===== src/rtl/instr_sequencer.sv =====
// instr_sequencer: multi-cycle FETCH/DECODE/EXEC/WB sequencer that owns the PC
// and instruction register. It fetches over a req/ack handshake, gives the
// combinational control unit one cycle to settle, and turns the decoded
// controls into a one-cycle register-file write strobe and PC updates.
// Optional build macro: SEQ_HALT_ON_ILLEGAL_EN. When it is defined, an illegal
// opcode (4'hC..4'hF) halts the sequencer. Otherwise the opcode runs as a NOP.
module instr_sequencer #(
    parameter int PC_W  = 8,
    parameter int RET_W = 16
) (
    input  logic             CLK,
    input  logic             RESET_N,
    input  logic             RUN,
    output logic             IMEM_REQ,
    output logic [PC_W-1:0]  IMEM_ADDR,
    input  logic             IMEM_ACK,
    input  logic [31:0]      IMEM_DATA,
    output logic [31:0]      INSTRUCTION,
    output logic [3:0]       OPCODE,
    input  logic             CU_WRITEENABLE,
    input  logic             CU_BRAZ,
    input  logic             CU_BRANZ,
    input  logic             CU_BRAUNCOND,
    input  logic             ZERO,
    output logic             REG_WE,
    output logic [PC_W-1:0]  PC,
    output logic             BUSY,
    output logic             HALTED,
    output logic             ILLEGAL,
    output logic [RET_W-1:0] RETIRED
);

    typedef enum logic [2:0] {
        ST_IDLE,
        ST_FETCH,
        ST_DECODE,
        ST_EXEC,
        ST_WB,
        ST_HALT
    } state_t;

    state_t           state_q, state_d;
    logic [PC_W-1:0]  pc_q, pc_d;
    logic [31:0]      ir_q, ir_d;
    logic             we_cap_q, we_cap_d;
    logic             imem_req_q, imem_req_d;
    logic             reg_we_q, reg_we_d;
    logic             busy_q, busy_d;
    logic             halted_q, halted_d;
    logic             illegal_q, illegal_d;
    logic [RET_W-1:0] retired_q, retired_d;

    logic             is_illegal;
    logic             is_branch;
    logic             taken;
    logic             retire;
    logic [PC_W-1:0]  branch_off;
    logic [PC_W-1:0]  pc_inc;
    logic [PC_W-1:0]  pc_target;

    // Decode helpers: sign-extended (or truncated) branch offset, candidate PCs, branch condition
    always_comb begin
        branch_off = PC_W'($signed(ir_q[7:0]));
        pc_inc     = pc_q + PC_W'(1);
        pc_target  = pc_inc + branch_off;
        is_illegal = (ir_q[27:24] >= 4'hC);
        is_branch  = CU_BRAZ | CU_BRANZ | CU_BRAUNCOND;
        taken      = CU_BRAUNCOND | (CU_BRAZ & ZERO) | (CU_BRANZ & ~ZERO);
    end

    // Next-state and next-output logic; outputs are derived from the state being entered
    always_comb begin
        state_d   = state_q;
        pc_d      = pc_q;
        ir_d      = ir_q;
        we_cap_d  = we_cap_q;
        illegal_d = illegal_q;
        retire    = 1'b0;

        case (state_q)
            ST_IDLE: begin
                if (RUN) begin
                    state_d = ST_FETCH;
                end
            end
            ST_FETCH: begin
                if (IMEM_ACK) begin
                    ir_d    = IMEM_DATA;
                    state_d = ST_DECODE;
                end
            end
            ST_DECODE: begin
                if (is_illegal) begin
                    illegal_d = 1'b1;
`ifdef SEQ_HALT_ON_ILLEGAL_EN
                    state_d   = ST_HALT;
`else
                    we_cap_d  = 1'b0;
                    state_d   = ST_WB;
`endif
                end else begin
                    state_d = ST_EXEC;
                end
            end
            ST_EXEC: begin
                if (is_branch) begin
                    pc_d    = taken ? pc_target : pc_inc;
                    retire  = 1'b1;
                    state_d = RUN ? ST_FETCH : ST_IDLE;
                end else begin
                    // An unknown write enable falls through to the else branch, i.e. no write
                    if (CU_WRITEENABLE == 1'b1) begin
                        we_cap_d = 1'b1;
                    end else begin
                        we_cap_d = 1'b0;
                    end
                    state_d = ST_WB;
                end
            end
            ST_WB: begin
                pc_d    = pc_inc;
                retire  = 1'b1;
                state_d = RUN ? ST_FETCH : ST_IDLE;
            end
            ST_HALT: begin
                state_d = ST_HALT;
            end
            default: begin
                state_d = ST_IDLE;
            end
        endcase

        retired_d  = (retire && (retired_q != '1)) ? retired_q + RET_W'(1) : retired_q;
        imem_req_d = (state_d == ST_FETCH);
        busy_d     = !((state_d == ST_IDLE) || (state_d == ST_HALT));
        halted_d   = (state_d == ST_HALT);
        reg_we_d   = (state_d == ST_WB) & we_cap_d;
    end

    // State and output registers with synchronous active-low reset
    always_ff @(posedge CLK) begin
        if (!RESET_N) begin
            state_q    <= ST_IDLE;
            pc_q       <= '0;
            ir_q       <= '0;
            we_cap_q   <= 1'b0;
            imem_req_q <= 1'b0;
            reg_we_q   <= 1'b0;
            busy_q     <= 1'b0;
            halted_q   <= 1'b0;
            illegal_q  <= 1'b0;
            retired_q  <= '0;
        end else begin
            state_q    <= state_d;
            pc_q       <= pc_d;
            ir_q       <= ir_d;
            we_cap_q   <= we_cap_d;
            imem_req_q <= imem_req_d;
            reg_we_q   <= reg_we_d;
            busy_q     <= busy_d;
            halted_q   <= halted_d;
            illegal_q  <= illegal_d;
            retired_q  <= retired_d;
        end
    end

    assign IMEM_REQ    = imem_req_q;
    assign IMEM_ADDR   = pc_q;
    assign PC          = pc_q;
    assign INSTRUCTION = ir_q;
    assign OPCODE      = ir_q[27:24];
    assign REG_WE      = reg_we_q;
    assign BUSY        = busy_q;
    assign HALTED      = halted_q;
    assign ILLEGAL     = illegal_q;
    assign RETIRED     = retired_q;

endmodule


===== config.mk =====
export PLATFORM = sky130hd
export DESIGN_NAME = instr_sequencer
export DESIGN_NICKNAME = d
export VERILOG_FILES = /design/src/rtl/instr_sequencer.sv
export SDC_FILE = /design/constraint.sdc
export NUM_CORES = 1
export LEC_CHECK = 0
export ABC_AREA = 1
export CORE_MARGIN = 5
export CORE_UTILIZATION = 38
export DETAILED_ROUTE_END_ITERATION = 12
export PLACE_DENSITY = 0.75
export SLEW_MARGIN = 10
export SYNTH_ARGS = -nofsm -noshare
export SYNTH_HDL_FRONTEND = slang
export SYNTH_SLANG_ARGS = --single-unit

===== constraint.sdc =====
create_clock -name CLK -period 2.8 [get_ports CLK]
set_input_delay 0.42 -clock CLK [delete_from_list [all_inputs] [get_ports CLK]]
set_output_delay 0.42 -clock CLK [all_outputs]
set_load 0.1 [all_outputs]

# --- Word-level counts from Yosys, hierarchy flattened ---
# Index checks and enable logic that the tools add are counted.
word_totals:
  out_inout_bits: 73
  register_bits: 65
classes:
  reduce_logical: 9
  bitwise: 8
  n_lt_le_gt_ge: 1
  n_eq_ne: 10
  add_sub_neg: 3
  mux: 15
op_table:
  columns: ["cell", "n"]
  rows:
  - ["one-hot mux 3 bit (6 select lines)", 1]
  - ["adder 16 x 1 -> 16 bit, second input constant", 1]
  - ["2-to-1 mux 8 bit", 2]
  - ["!= test 16 bit, second input constant", 1]
  - ["one-hot mux 8 bit (2 select lines)", 1]
  - ["== test 3 bit, second input constant", 4]
  - ["2-to-1 mux 3 bit", 4]
  - ["adder 8 x 1 -> 8 bit, second input constant", 1]
  - ["adder 8 bit", 1]
  - ["== test 3 x 1 -> 1 bit, second input constant", 2]
  - ["== test 3 x 2 -> 1 bit, second input constant", 2]
  - ["zero test 3 bit", 2]
  - ["AND reduction 2 bit", 3]
  - ["2-to-1 mux 1 bit", 5]
  - ["greater-or-equal comparator 4 bit, second input constant", 1]
  - ["OR 1 bit", 4]
  - ["one-hot mux 1 bit (2 select lines)", 2]
  - ["bitwise AND 1 bit", 3]
  - ["!= test 2 bit, second input constant", 1]
  - ["nonzero test 2 bit", 1]
  - ["logical AND 1 bit", 1]
  - ["zero test 1 bit", 1]
  - ["logical OR 1 bit", 1]
  - ["NOT 1 bit", 1]

# --- Depth between registers and ports, before layout ---
# Gate-level depths: netlist of run 1.
depth:
  word_depth: 7
  mapped_depth: 17
  depth_no_buf: 17

# --- Worst setup path after synthesis of run 1 ---
# No wires, ideal clock.
synth_path:
  path_type: "flip-flop to flip-flop"
  startpoint: "register pc_q[1], in the netlist IMEM_ADDR[1]"
  endpoint: "register pc_q[7], in the netlist IMEM_ADDR[7]"
  required_time_ns: 2.690
  setup_time_ns: 0.110
  setup_slack_ns: -0.246
  t_arrival_ns: 2.936
  path_buffers: 0
  period_less_slack_ns: 3.046
  path_stages_with_launch: 17
  path_cell_list: "dfxtp_1 -> ha_1 -> nand3_1 -> nand3b_1 -> xor2_1 -> inv_1 -> ha_1 -> nand2_1 -> inv_1 -> a21oi_1 -> nand2_1 -> nand2_1 -> nand3_1 -> nand2_1 -> nand4_1 -> nand2_1 -> nor2_1"
synth_via:
  elab_chain_cells: 5
synth_lines:
  columns: ["item", "line", "source"]
  rows:
  - ["start: declaration", "43", "logic [PC_W-1:0] pc_q, pc_d;"]
  - ["start signal: assignment", "155", "pc_q <= pc_d;"]
  - ["adder 8 x 1 -> 8 bit (*)", "64", "pc_inc = pc_q + PC_W'(1);"]
  - ["adder 8 bit", "65", "pc_target = pc_inc + branch_off;"]
  - ["2-to-1 mux 8 bit", "107", "pc_d = taken ? pc_target : pc_inc;"]
  - ["2-to-1 mux 8 bit", "106", "if (is_branch) begin"]
  - ["one-hot mux 8 bit (2 select lines) (*)", "80", "case (state_q)"]
# Every way passes the cells marked *; elsewhere a longest branch is shown, timed or not. The select of a mux whose other input is x is not followed.
# A chain may end at the register's enable or synchronous reset.

# --- Final worst setup path of run 1 ---
layout_path:
  startpoint: "register pc_q[0], in the netlist IMEM_ADDR[0]"
  endpoint: "register pc_q[7], in the netlist IMEM_ADDR[7]"
# Same word-level chain as after synthesis.

==> results.yml, run 1 <==
run_status:
  outcome: "finished, final reports clean"
grt:
  grt_overflow: 0
  grt_pass1_vias: 2885
  met1_usage_pct: 20.08
  grt_first_pass_wirelength_um: 13140
  grt.busiest_layer: "met2"
  grt_max_degree: 55
  grtUsageMet3_pct: 5.260
  met2_usage_pct: 25.47
  track_usage_pct: 15.89
  antenna_found_initial: 0
floorplan:
  io_pins: 114
  core_area_mm2: 0.008134
  start_util_pct: 38.72
  die_w_um: 101.0
  die_h_um: 101.0
  die_area_mm2: 0.01021
  rows: 33
clock_network:
  postCtsSetupRepairBufs: 0
  holdBufCountCts: 0
  cts_root_buffer: "clkbuf_8"
  cts_tree: "yes"
  clk_path_buf_depth: 2
  clk_pin_slew_ns: 0.07
  cts_buffers: 9
  cts.sink_count: 64
  clk_latency_ns: 0.33
  cts_resized: 0
  htreeDepth: 3
layout:
  seq_area_mm2: 0.001286
  final_util_pct: 52.47
  n_antenna_cell: 0
  final_nets: 589
  multi_input_area_mm2: 0.001533
  fin_cells: 647
  fin_area_mm2: 0.004268
  drive_above_1_share_pct: 20.11
  fillers: 780
  area_growth_pct: 35.52
placed_design:
  hpwl_um: 6010
  dpl-instance-area_mm2: 0.004094
  gp_congestion: 0.7927
  dp.cells: 631
  io_buffers: 113
worst_setup_path:
  required_ns: 3.02
  worstSetupEndpointType: "flop"
  arrival_ns: 2.54
  cp_max_fo: 5
  worstSetupPathType: "flop to flop"
  cp-start-kind: "flop"
timing:
  skew_ns: 0.01098
  slew_headroom_pct: 32.25
  setup_viol: 0
  fmax_mhz: 431.3
  final_max_slew_viol_count: 0
  grt_setup_unrepaired: "false"
  tns_ns: 0
  worst_pin_slew_ns: 1.015
  period_minus_slack_ns: 2.319
  finalHoldViolations: 0
  min_period_over_period_pct: 82.81
synth:
  postSynthCellCount: 437
  yosys_register_bits: 64
  yosysSeqAreaShare_pct: 40.68
  synth_cell_types: 37
  synthesis.nets: 489
  yosysWarnings: 0
  synth_area_mm2: 0.003149
  syn_area_per_cell_um2: 7.207
drt:
  vias: 3113
  vias_per_cell: 4.811
  route.detailed.wl_per_inst_um: 12.60
  ant_nets: 0
  drt_iter0_drc: 71
  firstDrtPassIters: 4
  drc: 0
  routed_wl_um: 8155
power_and_ir_drop:
  power_density_mw_per_mm2: 546.9
  peakVddDrop_mv: 0.3343
  p_leak_nw: 1.948
flow_run:
  drv_cap: 0
hold_path:
  hold_path_class: "flop to flop"
==> critical path, stage by stage (launching register included) <==
cell	delay, ns
dfxtp_2	0.36
ha_1	0.19
nand3_1	0.12
nand3b_1	0.20
xor2_1	0.18
inv_1	0.06
ha_1	0.30
nand2_1	0.10
inv_1	0.05
a21oi_1	0.17
nand2_1	0.07
nand2_1	0.08
nand4_1	0.12
nand3_1	0.11
nand2_1	0.05
inv_1	0.04
nor2_1	0.03
==> cells in the mapped netlist <==
master / n / share of area, %
nor3_1: 6 / 0.95
nand2_2: 3 / 0.60
clkbuf_1: 7 / 0.83
o21ba_2: 1 / 0.32
mux2i_1: 1 / 0.32
buf_6: 1 / 0.36
xor2_1: 7 / 1.9
buf_1: 2 / 0.24
and2_1: 1 / 0.20
o211ai_1: 3 / 0.72
buf_2: 4 / 0.64
nand4_1: 5 / 0.99
a31oi_1: 2 / 0.40
inv_2: 2 / 0.24
ha_1: 10 / 4.0
fa_1: 1 / 0.64
nand3_1: 17 / 2.7
o311a_1: 1 / 0.32
o21ai_1: 3 / 0.48
nor2_4: 3 / 1.1
xnor2_1: 3 / 0.83
or2_1: 2 / 0.40
nand2_4: 1 / 0.36
dfxtp_1: 64 / 41
buf_4: 12 / 2.9
nand2_1: 55 / 6.6
inv_1: 45 / 5.4
or2_2: 1 / 0.20
nor2_2: 3 / 0.60
nand3b_1: 1 / 0.24
a21oi_1: 28 / 4.4
nor2_1: 86 / 10
o21bai_1: 1 / 0.24
clkinv_1: 1 / 0.12
nor4_1: 3 / 0.60
o21ai_0: 50 / 7.9
nor3b_2: 1 / 0.40
==> layout by cell type (no fill, tap or decap), types with 2 or more instances in the layout <==
master | netlist | routed
dfxtp_1 | 64 | 60
o21ai_1 | 3 | 3
dfxtp_2 | 0 | 4
a21oi_1 | 28 | 28
nor3_1 | 6 | 6
inv_2 | 2 | 2
clkbuf_8 | 0 | 10
nor2_1 | 86 | 86
nand2_1 | 55 | 55
nor4_1 | 3 | 3
clkinv_2 | 0 | 2
buf_4 | 12 | 75
nand3_1 | 17 | 17
ha_1 | 10 | 10
o21ai_0 | 50 | 50
xnor2_1 | 3 | 3
nand2_2 | 3 | 3
a31oi_1 | 2 | 2
nand4_1 | 5 | 5
xor2_1 | 7 | 7
nor2_2 | 3 | 3
clkinvlp_4 | 0 | 3
or2_1 | 2 | 2
clkdlybuf4s50_1 | 0 | 40
nor2_4 | 3 | 3
o211ai_1 | 3 | 3
inv_1 | 45 | 45
==> per-stage QoR <==
step	hold slack, ns	power (W)	worst slack [ns]
2_1_floorplan	0.5371	0.001493	0.1414
3_3_place_gp	0.4622	0.001651	0.5688
3_5_place_dp	0.4745	0.001658	0.4963
4_1_cts	0.4863	0.002364	0.4673
5_1_grt	0.5107	0.002444	0.2779
6_report	0.4849	0.002334	0.4814
==> routing by layer <==
layer,wire [um],vias up
li1,-,1600
met1,3594,1412
met2,3791,94
met3,684,7
met4,84,0
met5,0,-
==> state kept, by name, indices dropped and copies added, names as in the netlist <==
name         cells
INSTRUCTION     32
RETIRED         16
IMEM_ADDR        8
state_q          3
BUSY             1
HALTED           1
ILLEGAL          1
IMEM_REQ         1
REG_WE           1
==> layout make-up <==
cell class | instances | share of cell area (%)
Clock buffer | 11 | 3.313
Clock inverter | 5 | 0.7622
Inverter | 48 | 4.222
Multi-Input combinational cell | 299 | 35.91
Sequential cell | 64 | 30.14
Tap cell | 105 | 3.078
Timing Repair Buffer | 115 | 22.57
==> worst paths after layout <==
check                                                from                        end  slack, ns  depth (start not counted)
worst max-delay path            IMEM_ADDR[0]$_SDFFE_PN0P_  IMEM_ADDR[7]$_SDFFE_PN0P_       0.48                         16
worst min-delay path             RETIRED[13]$_SDFFE_PN0P_   RETIRED[13]$_SDFFE_PN0P_       0.48                          2
worst max register to register  IMEM_ADDR[0]$_SDFFE_PN0P_  IMEM_ADDR[7]$_SDFFE_PN0P_       0.48                         16
worst min register to register   RETIRED[13]$_SDFFE_PN0P_   RETIRED[13]$_SDFFE_PN0P_       0.48                          2
==> power breakdown <==
part	leakage, nW	switching (W)	internal, W
logic	1.34	0.000486	0.000160
registers	0.522	0.0000334	0.000956
clock network	0.0813	0.000357	0.000343
==> cells by family (layout without fill, tap and decap cells) <==
kind of cell,Yosys count,after routing,share of synthesized area (%)
buffers and inverters,74,179,10.65
xor gates and xnor gates,10,10,2.781
and+or+nand+nor,188,188,26.10
muxes,1,1,0.3179
DFF,64,64,40.68
adders and majority gates,11,11,4.609
AOI/OAI and AO/OA,89,89,14.86
(Power assumes the default switching activity.)
==> inputs of run 2 (changes only) <==
PLACE_DENSITY = 0.78   (was 0.75)
clock period = 2.09 ns   (was 2.8 ns; I/O delays follow)
==> results.yml, run 2 (same netlist as run 1, synthesis figures left out) <==
run_status:
  outcome: "complete, but fails checks"
  failed_checks: "setup timing"
worst_setup_path:
  required_ns: 2.32
  cp_common_cell: "nand2_2"
  crit_path_top_delay_cell: "dfxtp_4"
  path_buf_inv: 2
  critPathMaxStageDelay_ns: 0.38
  worstSetupEndpointType: "flop"
  arrival_ns: 2.40
  cp-start-kind: "flop"
  cp_max_fo: 6
  crit_chain: "nand2_1 > nor2_4 > nand3_2 > xnor2_2 > buf_4 > ha_1 > nand2_2 > nand2_2 > a21oi_4 > nand2_2 > nand2_2 > nand4_1 > nand3_2 > nand2_1 > inv_1 > nor2_1"
  worstSetupPathType: "flop to flop"
  crit_family: "simple AND/OR/NAND/NOR gates"
timing:
  period_minus_slack_ns: 2.177
  slew_headroom_pct: 68.97
  grt_setup_unrepaired: "true"
  finalHoldViolations: 0
  worst_pin_slew_ns: 0.4650
  setup_ws_ns: -0.08723
  min_period_over_period_pct: 104.2
  fmax_mhz: 459.3
  skew_ns: 0.01011
  setup_viol: 1
  final_max_slew_viol_count: 0
  fin_hold_ws_ns: 0.4824
grt:
  met1_usage_pct: 21.09
  track_usage_pct: 16.54
  grtUsageMet3_pct: 4.221
  antenna_found_initial: 0
  grt.busiest_layer: "met2"
  grt_first_pass_wirelength_um: 13790
  grt_max_degree: 33
  met2_usage_pct: 26.89
  grt_pass1_vias: 3028
  grt_overflow: 0
power_and_ir_drop:
  peakVddDrop_mv: 0.4466
  p_leak_nw: 2.063
  fin_total_pwr_w: 0.003412
  power_density_mw_per_mm2: 742.6
layout:
  largest_reg_flops: 32
  layout_common_cells: "nor2_1, buf_4, o21ai_0, nand2_1, dfxtp_1"
  final_nets: 599
  n_antenna_cell: 0
  drive_above_1_share_pct: 28.80
  area_growth_pct: 45.89
  fillers: 731
drt:
  drc: 0
  vias: 3211
  firstDrtPassIters: 4
  drt_iter0_drc: 89
  ant_nets: 0
  routed_wl_um: 8673
  route.detailed.wl_per_inst_um: 13.20
  vias_per_cell: 4.887
floorplan:
  core_area_mm2: 0.008134
  rows: 33
  die_h_um: 101.0
  die_area_mm2: 0.01021
  start_util_pct: 38.72
  die_w_um: 101.0
  io_pins: 114
clock_network:
  cts.sink_count: 64
  htreeDepth: 3
  cts_root_buffer: "clkbuf_8"
  holdBufCountCts: 0
  clk_latency_ns: 0.34
  clk_path_buf_depth: 2
  cts_tree: "yes"
  clk_pin_slew_ns: 0.07
  cts_buffers: 9
placed_design:
  gp_congestion: 0.8233
  pre_cts_slack_ns: -0.04661
  io_buffers: 113
  hpwl_um: 6372
hold_path:
  hold_path_class: "flop to flop"
flow_run:
  drv_cap: 0
## run 2: changes by cell type in the layout (fill, tap and decap cells not counted), moves of 3 or more
cell        change
buf_4           +9
clkinvlp_4      -3
dfxtp_1        -14
dfxtp_2        +10
dfxtp_4         +4
ha_1            -5
ha_4            +5
nand2_1         -7
nand2_2         +6
nand3_1         -5
nand3_2         +5
## run 2: worst reg2reg max path, cell delays in order (launching register included)
cell	delay (ns)
dfxtp_4	0.38
nand2_1	0.11
nor2_4	0.14
nand3_2	0.10
xnor2_2	0.18
buf_4	0.15
ha_1	0.22
nand2_2	0.09
nand2_2	0.06
a21oi_4	0.14
nand2_2	0.07
nand2_2	0.07
nand4_1	0.13
nand3_2	0.11
nand2_1	0.05
inv_1	0.04
nor2_1	0.04
## run 2: worst paths after layout
path	start	to	slack [ns]	cells past startpoint
setup reg to reg	IMEM_ADDR[2]$_SDFFE_PN0P_	IMEM_ADDR[7]$_SDFFE_PN0P_	-0.09	16
hold / removal	RETIRED[15]$_SDFFE_PN0P_	RETIRED[15]$_SDFFE_PN0P_	0.48	2
setup / recovery	IMEM_ADDR[2]$_SDFFE_PN0P_	IMEM_ADDR[7]$_SDFFE_PN0P_	-0.09	16
hold reg to reg	RETIRED[15]$_SDFFE_PN0P_	RETIRED[15]$_SDFFE_PN0P_	0.48	2
## run 2: layout make-up
class	instances	area (um^2)	area share, %
Clock buffer	12	176.4	3.840
Clock inverter	4	48.80	1.062
Inverter	48	182.7	3.976
Multi-Input combinational cell	299	1690	36.79
Sequential cell	64	1314	28.59
Tap cell	105	131.4	2.859
Timing Repair Buffer	125	1051	22.88
## run 2: report_power, final
part	switching (W)	internal, W	total (W)
logic	0.000663	0.000239	0.000902
registers	0.0000493	0.00128	0.00133
clock network	0.000496	0.000687	0.00118
total	0.00121	0.00220	0.00341
## run 2: through the flow
stage | util [%] | instances | setup TNS [ns] | area (um^2)
2_1_floorplan | - | 437 | -0.2316 | 3228
3_3_place_gp | 51.95 | 637 | 0 | 4225
3_5_place_dp | 51.95 | 637 | -0.04661 | 4225
4_1_cts | 55.08 | 656 | -0.05709 | 4481
5_1_grt | 56.48 | 657 | -0.3929 | 4594
6_report | 56.48 | 657 | -0.08723 | 4594
## run 2: per-layer routing
layer | up-vias | share of wire [%] | wire, um
met5 | - | 0 | 0
met4 | 0 | 2.1 | 180
met3 | 17 | 6.6 | 569
met2 | 114 | 47 | 4106
met1 | 1459 | 44 | 3817
li1 | 1621 | - | -
## run 2: what timing repair did
item	4_1_cts	5_1_grt
setup buffers	3	1
pin swaps	14	13
endpoints found under the setup margin	2	4
resized for setup	3	21
endpoints found under the hold margin	0	0
gates cloned	0	0
